[src/rtl/morra_cinese_param_if.sv]
// Bus between the player input encoders and the morra cinese game engine.
// The master drives the moves and setup request; the slave returns results and scores.
interface morra_cinese_param_if #(
    parameter int CNT_W = 5
);
    logic             INIZIO;
    logic [1:0]       PRIMO;
    logic [1:0]       SECONDO;
    logic [1:0]       MANCHE;
    logic [1:0]       PARTITA;
    logic [CNT_W-1:0] PUNTI_PRIMO;
    logic [CNT_W-1:0] PUNTI_SECONDO;
    logic [CNT_W-1:0] MANCHE_GIOCATE;

    modport master (
        output INIZIO, PRIMO, SECONDO,
        input  MANCHE, PARTITA, PUNTI_PRIMO, PUNTI_SECONDO, MANCHE_GIOCATE
    );

    modport slave (
        input  INIZIO, PRIMO, SECONDO,
        output MANCHE, PARTITA, PUNTI_PRIMO, PUNTI_SECONDO, MANCHE_GIOCATE
    );
endinterface

[src/rtl/morra_cinese_param.sv]
// Rock-paper-scissors match engine: one manche per clock, configurable match length,
// lead-margin early finish and optional ban on repeating the previous winning move.
module morra_cinese_param #(
    parameter int MIN_MANCHE = 4,
    parameter int VANTAGGIO  = 2,
    parameter int CNT_W      = 5,
    parameter bit REGOLA_RIP = 1'b1
) (
    input  logic                   clk,
    input  logic                   rst_n,
    morra_cinese_param_if.slave    bus
);
    typedef enum logic [1:0] {IDLE = 2'd0, GIOCO = 2'd1, FINE = 2'd2} state_t;

    localparam logic [CNT_W-1:0] MIN_C  = CNT_W'(MIN_MANCHE);
    localparam logic [CNT_W-1:0] VANT_C = CNT_W'(VANTAGGIO);

    state_t           state_q, state_d;
    logic [CNT_W-1:0] max_q, max_d;
    logic [CNT_W-1:0] pp_q, pp_d;
    logic [CNT_W-1:0] ps_q, ps_d;
    logic [CNT_W-1:0] mg_q, mg_d;
    logic [1:0]       manche_q, manche_d;
    logic [1:0]       partita_q, partita_d;
    logic [1:0]       rec_who_q, rec_who_d;   // 00 none, 01 primo, 10 secondo
    logic [1:0]       rec_move_q, rec_move_d;

    logic             mosse_ok;
    logic             primo_vince;
    logic             pareggio;
    logic             bloccata;
    logic [CNT_W-1:0] scarto;

    always_ff @(posedge clk or negedge rst_n) begin
        if (!rst_n) begin
            state_q    <= IDLE;
            max_q      <= MIN_C;
            pp_q       <= '0;
            ps_q       <= '0;
            mg_q       <= '0;
            manche_q   <= 2'b00;
            partita_q  <= 2'b00;
            rec_who_q  <= 2'b00;
            rec_move_q <= 2'b00;
        end else begin
            state_q    <= state_d;
            max_q      <= max_d;
            pp_q       <= pp_d;
            ps_q       <= ps_d;
            mg_q       <= mg_d;
            manche_q   <= manche_d;
            partita_q  <= partita_d;
            rec_who_q  <= rec_who_d;
            rec_move_q <= rec_move_d;
        end
    end

    always_comb begin
        state_d    = state_q;
        max_d      = max_q;
        pp_d       = pp_q;
        ps_d       = ps_q;
        mg_d       = mg_q;
        manche_d   = 2'b00;
        partita_d  = partita_q;
        rec_who_d  = rec_who_q;
        rec_move_d = rec_move_q;

        mosse_ok    = (bus.PRIMO != 2'b00) && (bus.SECONDO != 2'b00);
        pareggio    = (bus.PRIMO == bus.SECONDO);
        primo_vince = ((bus.PRIMO == 2'b01) && (bus.SECONDO == 2'b11)) ||
                      ((bus.PRIMO == 2'b10) && (bus.SECONDO == 2'b01)) ||
                      ((bus.PRIMO == 2'b11) && (bus.SECONDO == 2'b10));
        bloccata    = REGOLA_RIP &&
                      (((rec_who_q == 2'b01) && (bus.PRIMO   == rec_move_q)) ||
                       ((rec_who_q == 2'b10) && (bus.SECONDO == rec_move_q)));
        scarto      = '0;

        if (bus.INIZIO) begin
            // Setup wins over any moves presented on the same cycle.
            max_d      = {{(CNT_W-4){1'b0}}, bus.SECONDO, bus.PRIMO} + MIN_C;
            pp_d       = '0;
            ps_d       = '0;
            mg_d       = '0;
            partita_d  = 2'b00;
            rec_who_d  = 2'b00;
            rec_move_d = 2'b00;
            state_d    = GIOCO;
        end else if (state_q == GIOCO && mosse_ok && !bloccata) begin
            mg_d = mg_q + 1'b1;
            if (pareggio) begin
                manche_d  = 2'b11;
                rec_who_d = 2'b00;
                rec_move_d = 2'b00;
            end else if (primo_vince) begin
                manche_d   = 2'b01;
                pp_d       = pp_q + 1'b1;
                rec_who_d  = 2'b01;
                rec_move_d = bus.PRIMO;
            end else begin
                manche_d   = 2'b10;
                ps_d       = ps_q + 1'b1;
                rec_who_d  = 2'b10;
                rec_move_d = bus.SECONDO;
            end

            scarto = (pp_d >= ps_d) ? (pp_d - ps_d) : (ps_d - pp_d);
            if ((mg_d == max_q) || ((mg_d >= MIN_C) && (scarto >= VANT_C))) begin
                state_d = FINE;
                if (pp_d > ps_d)      partita_d = 2'b01;
                else if (pp_d < ps_d) partita_d = 2'b10;
                else                  partita_d = 2'b11;
            end
        end
    end

    always_comb begin
        bus.MANCHE         = manche_q;
        bus.PARTITA        = partita_q;
        bus.PUNTI_PRIMO    = pp_q;
        bus.PUNTI_SECONDO  = ps_q;
        bus.MANCHE_GIOCATE = mg_q;
    end
endmodule

[src/flat_wrapper.sv]
// flat-port wrapper written by rule: the top's interface ports become plain ports
module morra_cinese_param_flat 
#(
    parameter int MIN_MANCHE = 4,
    parameter int VANTAGGIO  = 2,
    parameter int CNT_W      = 5,
    parameter bit REGOLA_RIP = 1'b1
)
  (clk, rst_n, bus_INIZIO, bus_PRIMO, bus_SECONDO, bus_MANCHE, bus_PARTITA, bus_PUNTI_PRIMO, bus_PUNTI_SECONDO, bus_MANCHE_GIOCATE);
  morra_cinese_param_if #(.CNT_W(CNT_W)) bus_i ();
  input  logic clk;
  input  logic rst_n;
  input wire logic [$bits(bus_i.INIZIO)-1:0] bus_INIZIO;
  input wire logic [$bits(bus_i.PRIMO)-1:0] bus_PRIMO;
  input wire logic [$bits(bus_i.SECONDO)-1:0] bus_SECONDO;
  output wire logic [$bits(bus_i.MANCHE)-1:0] bus_MANCHE;
  output wire logic [$bits(bus_i.PARTITA)-1:0] bus_PARTITA;
  output wire logic [$bits(bus_i.PUNTI_PRIMO)-1:0] bus_PUNTI_PRIMO;
  output wire logic [$bits(bus_i.PUNTI_SECONDO)-1:0] bus_PUNTI_SECONDO;
  output wire logic [$bits(bus_i.MANCHE_GIOCATE)-1:0] bus_MANCHE_GIOCATE;
  assign bus_i.INIZIO = bus_INIZIO;
  assign bus_i.PRIMO = bus_PRIMO;
  assign bus_i.SECONDO = bus_SECONDO;
  assign bus_MANCHE = bus_i.MANCHE;
  assign bus_PARTITA = bus_i.PARTITA;
  assign bus_PUNTI_PRIMO = bus_i.PUNTI_PRIMO;
  assign bus_PUNTI_SECONDO = bus_i.PUNTI_SECONDO;
  assign bus_MANCHE_GIOCATE = bus_i.MANCHE_GIOCATE;
  morra_cinese_param #(.MIN_MANCHE(MIN_MANCHE), .VANTAGGIO(VANTAGGIO), .CNT_W(CNT_W), .REGOLA_RIP(REGOLA_RIP)) u_core (.clk(clk), .rst_n(rst_n), .bus(bus_i));
endmodule
[config.mk]
export PLATFORM = sky130hd
export DESIGN_NAME = morra_cinese_param_flat
export DESIGN_NICKNAME = d
export VERILOG_FILES = /design/src/rtl/morra_cinese_param_if.sv /design/src/rtl/morra_cinese_param.sv /design/src/flat_wrapper.sv
export SDC_FILE = /design/constraint.sdc
export NUM_CORES = 1
export LEC_CHECK = 0
export ABC_AREA = 0
export ABC_CLOCK_PERIOD_IN_PS = 3000
export BUFFER_PORTS_ARGS = -buffer_cell sky130_fd_sc_hd__buf_2
export CAP_MARGIN = 20
export CELL_PAD_IN_SITES_DETAIL_PLACEMENT = 0
export CELL_PAD_IN_SITES_GLOBAL_PLACEMENT = 1
export CORE_MARGIN = 2
export CORE_UTILIZATION = 45
export DETAILED_ROUTE_END_ITERATION = 8
export PLACE_DENSITY = 0.91
export SKIP_LAST_GASP = 1
export SLEW_MARGIN = 10
export SYNTH_ARGS = -nofsm -noshare
export SYNTH_HDL_FRONTEND = slang
export SYNTH_SLANG_ARGS = --single-unit
export TNS_END_PERCENT = 5
[constraint.sdc]
create_clock -name clk -period 3 [get_ports clk]
set_input_delay 0.3 -clock clk [delete_from_list [all_inputs] [get_ports clk]]
set_output_delay 0.3 -clock clk [all_outputs]
set_load 0.02 [all_outputs]
* After elaboration in Yosys (flattened, before gate mapping)
Index checks and enable logic that the tools add are counted.
Word-level totals: output and inout port bits 19, word-level logic and storage cells 86, bits of input ports 7, register bits after elaboration 30
Cells by class: equality and inequality tests 13, add/sub/neg operators 6, muxes and demuxes 34, reductions and logical operators 19, magnitude comparators 5
Operators by type and width (number):
- two-way mux 5 bit | 15
- two-way mux 2 bit | 18
- adder 5 x 1 -> 5 bit (second input constant) | 3
- equality test 2 bit (second input constant) | 5
- subtractor 5 bit | 2
- logical AND 1 bit | 9
- equality test 2 x 1 -> 1 bit (second input constant) | 4
- nonzero test 2 bit | 4
- equality test 2 bit | 3
- adder 4 x 3 -> 5 bit (second input constant) | 1
- equality test 5 bit | 1
- greater-or-equal comparator 5 x 2 -> 1 bit (second input constant) | 1
- greater-or-equal comparator 5 x 3 -> 1 bit (second input constant) | 1
- greater-or-equal comparator 5 bit | 1
- > comparator 5 bit | 1
- less-than comparator 5 bit | 1
- logical OR 1 bit | 4
- AND reduction 2 bit | 1
- logical NOT 1 bit | 1
- two-way mux 1 bit | 1

* Longest topological paths before layout
depth after elaboration 16, gate-level depth with buffers 15, gate-level depth less buffers 15

* Worst setup path after synthesis
OpenSTA, ideal clock, no wires.
path kind input-to-reg, start input bus_SECONDO[0], end register u_core.partita_q[0], in the netlist u_core.bus.PARTITA[0], stages 14, setup time 0.104 ns, arrival 3.425 ns, buffers on the path 0, path slack -0.529 ns, data required time 2.896 ns, path through inv_1 > ha_1 > mux2_4 > a221oi_4 > xor2_1 > inv_1 > ha_1 > fa_1 > nand2b_1 > a21oi_1 > xnor2_1 > a2111oi_1 > o31ai_1 > a221oi_1
Between the ends: cells in the longest elaborated chain, start to end 15, elaborated cells between the ends (all ways) 42, those cells by class add/sub (2); order compare (4); eq/ne (5); mux (14); reduce/logical (17)
RTL lines:
- start, declared | RTL line flat_wrapper.sv:15 | input wire logic [$bits(bus_i.SECONDO)-1:0] bus_SECONDO;
- equality test 2 bit / equality test 2 x 1 -> 1 bit (equally long branches) | RTL line morra_cinese_param.sv:71, morra_cinese_param.sv:72
- logical AND 1 bit (on tied branches) | RTL line morra_cinese_param.sv:71, morra_cinese_param.sv:72
- logical OR 1 bit | RTL line morra_cinese_param.sv:71 | primo_vince = ((bus.PRIMO == 2'b01) && (bus.SECONDO == 2'b11)) ||
- logical OR 1 bit | RTL line morra_cinese_param.sv:72 | ((bus.PRIMO == 2'b10) && (bus.SECONDO == 2'b01)) ||
- two-way mux 5 bit | RTL line morra_cinese_param.sv:95 | end else if (primo_vince) begin
- two-way mux 5 bit | RTL line morra_cinese_param.sv:91 | if (pareggio) begin
- two-way mux 5 bit | RTL line morra_cinese_param.sv:89 | end else if (state_q == GIOCO && mosse_ok && !bloccata) begin
- two-way mux 5 bit | RTL line morra_cinese_param.sv:79 | if (bus.INIZIO) begin
- subtractor 5 bit / greater-or-equal comparator 5 bit (equally long branches) | RTL line morra_cinese_param.sv:107 | scarto = (pp_d >= ps_d) ? (pp_d - ps_d) : (ps_d - pp_d);
- two-way mux 5 bit | RTL line morra_cinese_param.sv:107
- greater-or-equal comparator 5 x 2 -> 1 bit | RTL line morra_cinese_param.sv:108 | if ((mg_d == max_q) || ((mg_d >= MIN_C) && (scarto >= VANT_C))) begin
- logical AND 1 bit | RTL line morra_cinese_param.sv:108
- logical OR 1 bit | RTL line morra_cinese_param.sv:108
- nonzero test 2 bit (no source line)
- AND reduction 2 bit (no source line)
- end signal, assigned | RTL line morra_cinese_param.sv:52 | partita_q <= partita_d;
- end, declared | RTL line morra_cinese_param.sv:24 | logic [1:0] partita_q, partita_d;
Parallel ways exist; a longest one is shown, timed or not. The select of a mux whose other input is x is not followed. A chain may end at the register's enable or synchronous reset.

* Worst setup path in the final report
start input bus_SECONDO[0], end register u_core.partita_q[1], in the netlist u_core.bus.PARTITA[1]
Same word-level chain as after synthesis.

==> impl_metrics.json <==
{
  "synthFlopType": "dfrtp_1",
  "cp-end-kind": "flop",
  "synth_top_area_share_pct": 32.6,
  "synth_area_leaders": "dfrtp_1, ha_1, xnor2_1, xor2_1, a21oi_1",
  "status": "finished with violations",
  "vdd_drop_max_mv": 0.296,
  "final_layout_size_suffix_gt1_share_pct": 40.6,
  "worstSetupStartpointType": "input pin",
  "cts-root-buf": "clkbuf_8",
  "post-place-ws_ps": -536,
  "place_hpwl_mm": 3.77,
  "ant_nets": 0,
  "cts.sinks": 30,
  "rows": 25,
  "grt_pass1_wl_mm": 8.96,
  "num_io_pins": 26,
  "ys_types": 53,
  "violations": "negative setup slack",
  "slew_headroom_pct": 53.5,
  "grt-ovfl-total": 0,
  "grt_setup_unrepaired": "yes",
  "clk_path_buf_depth": 2,
  "drc_errors": 0,
  "drt_iter0_drc": 61,
  "syn2layout_area_growth_pct": 37.3,
  "clk_latency_ps": 290,
  "dr.pass1.iters": 4,
  "cp_max_fo": 5,
  "crit_required_ps": 3190,
  "initial_utilization_pct": 46.8,
  "synth_area_leader_cell": "dfrtp_1",
  "n_antenna_cell": 0,
  "layout_commonest_cell": "buf_4",
  "vias": 1940,
  "syn_inst": 237,
  "max_freq_ghz": 0.321,
  "critPathKind": "in -> reg",
  "fin_worst_skew_ps": 8.70,
  "setup-violations-final": 4,
  "die_x_um": 74.3,
  "maxCapViolCount": 0,
  "gp_congestion": 0.808,
  "avgSynthCellArea_um2": 9.39,
  "synth_nets": 263,
  "io_buffers": 25,
  "grt_use_total_pct": 21.1,
  "synth.yosys.warnings": 0,
  "finalMaxSlewViolations": 0,
  "wl_per_cell_um": 14.5,
  "p_leak_nw": 1.40,
  "htree_levels": 2,
  "power_density_mw_per_mm2": 627,
  "clkTransAtPathRegs_ps": 70,
  "antenna_found_initial": 0,
  "finalCritPeriodShare_pct": 104,
  "synth-edff-count": 0,
  "async_flop_share_pct": 100,
  "cts_tree": "yes",
  "tightestPinTransition_ps": 698,
  "ys_ff_latch": 30,
  "dieArea_mm2": 0.00552,
  "cts_inserted_buffers": 5,
  "final_core_util_pct": 64.3,
  "arrival_ps": 3310,
  "final_cell_mix": "buf_4, dfrtp_1, buf_2",
  "hold_viol_final": 0,
  "synth_seq_area_share_pct": 33.8,
  "grt_start_max_net_pins": 31,
  "core_area_mm2": 0.00475,
  "routed_wl_mm": 5.28,
  "viasPerCell": 5.32,
  "hp-class": "in -> async",
  "synth_area_mm2": 0.00223,
  "layout_setup_ws_ps": -113,
  "finalCriticalPeriod_ps": 3110,
  "grt_pass1_vias": 1927,
  "fin_nets": 323,
  "die_height_um": 74.3
}
-- worst paths after layout --
path | startpoint | end | slack, ps | depth (start not counted)
worst min register to register | u_core.state_q[0] | u_core.state_q[0] | 490 | 1
worst min-delay path | rst_n | u_core.bus.MANCHE_GIOCATE[4] | 50 | 1
max in group asynchronous | rst_n | u_core.bus.PUNTI_PRIMO[0] | 2490 | 1
worst max-delay path | bus_SECONDO[0] | u_core.bus.PARTITA[1] | -110 | 14
min in group clk | bus_SECONDO[0] | u_core.max_q[2] | 440 | 4
worst max register to register | u_core.bus.PUNTI_SECONDO[0] | u_core.bus.PARTITA[1] | 100 | 10
-- final cells by class --
class,count,area (um^2)
fill,391,1700
tap,67,83.8
sequential,30,752
clock inverter,1,5.00
inverter,14,57.6
timing repair buffer,64,454
clock buffer,7,86.3
multi-input combinational,182,1620
-- cells by family (layout without fill, tap and decap cells) --
| family | after synthesis | after routing | synth area share [%] |
|---|---|---|---|
| muxes | 10 | 10 | 5.00 |
| xor gates and xnor gates | 30 | 30 | 11.8 |
| adders and majority gates | 19 | 19 | 11.4 |
| AOI/OAI and AO/OA | 51 | 51 | 16.0 |
| buffers and inverters | 25 | 86 | 5.23 |
| DFF | 30 | 30 | 33.8 |
| and+or+nand+nor | 72 | 72 | 16.9 |
-- cells in the mapped netlist, types with 3 or more instances --
library cell / number
dfrtp_1: 29
nor2_1: 22
a21oi_1: 17
ha_1: 17
xnor2_1: 15
xor2_1: 15
inv_1: 14
nand2_1: 13
o21ai_0: 9
nand3_1: 7
nor3_1: 6
mux2_2: 5
or3_1: 5
a211oi_1: 4
clkbuf_1: 4
mux2i_1: 4
nand2b_1: 4
nor3b_1: 4
buf_4: 3
-- critical path: stages --
cell	delay, ps
buf_12	110
ha_4	150
mux2_4	300
a221oi_4	270
buf_6	180
buf_6	110
mux2i_4	240
buf_6	140
fa_2	440
nand3b_1	110
mux2i_2	100
a2111oi_4	450
o31ai_4	110
a221oi_2	290
-- registers in the layout, summed over array words and instances (netlist names) --
signal / count
u_core.bus.MANCHE: 2
u_core.bus.MANCHE_GIOCATE: 5
u_core.bus.PARTITA: 2
u_core.bus.PUNTI_PRIMO: 5
u_core.bus.PUNTI_SECONDO: 5
u_core.max_q: 5
u_core.rec_move_q: 2
u_core.rec_who_q: 2
u_core.state_q: 2
-- power breakdown --
part	internal, mW	switching, mW	total, mW
combinational	0.518	0.538	1.06
sequential	0.457	0.0660	0.523
clock	0.185	0.152	0.336
-- through the flow --
| step | instance area [um^2] | TNS [ps] | cells | hold WS (ps) | power, mW |
|---|---|---|---|---|---|
| 2_1_floorplan | 2310 | -601 | 237 | 4.41 | 1.10 |
| 6_report | 3060 | -260 | 365 | 53.0 | 1.92 |
| 4_1_cts | 2960 | -276 | 364 | 68.0 | 1.85 |
| 3_5_place_dp | 2710 | -1860 | 352 | 385 | 1.38 |
| 3_3_place_gp | 2710 | -1700 | 352 | 373 | 1.36 |
| 5_1_grt | 3060 | -858 | 365 | 105 | 2.04 |
-- timing repair --
item                       in CTS  in global routing
hold buffers                    0                  0
pin swaps                      12                 11
setup endpoints to repair       4                  4
buffers inserted                4                  1
gates resized for setup        26                 18
-- metal layers --
| layer | vias up | global-route usage, % | part of all wire [%] |
|---|---|---|---|
| met4 | 0 | 6.35 | 1.3 |
| met5 | - | 0 | 0 |
| met1 | 943 | 27.9 | 46 |
| met3 | 9 | 3.79 | 4.4 |
| li1 | 945 | - | - |
| met2 | 43 | 35.7 | 48 |
No activity file was read; power rests on OpenSTA's default activity.
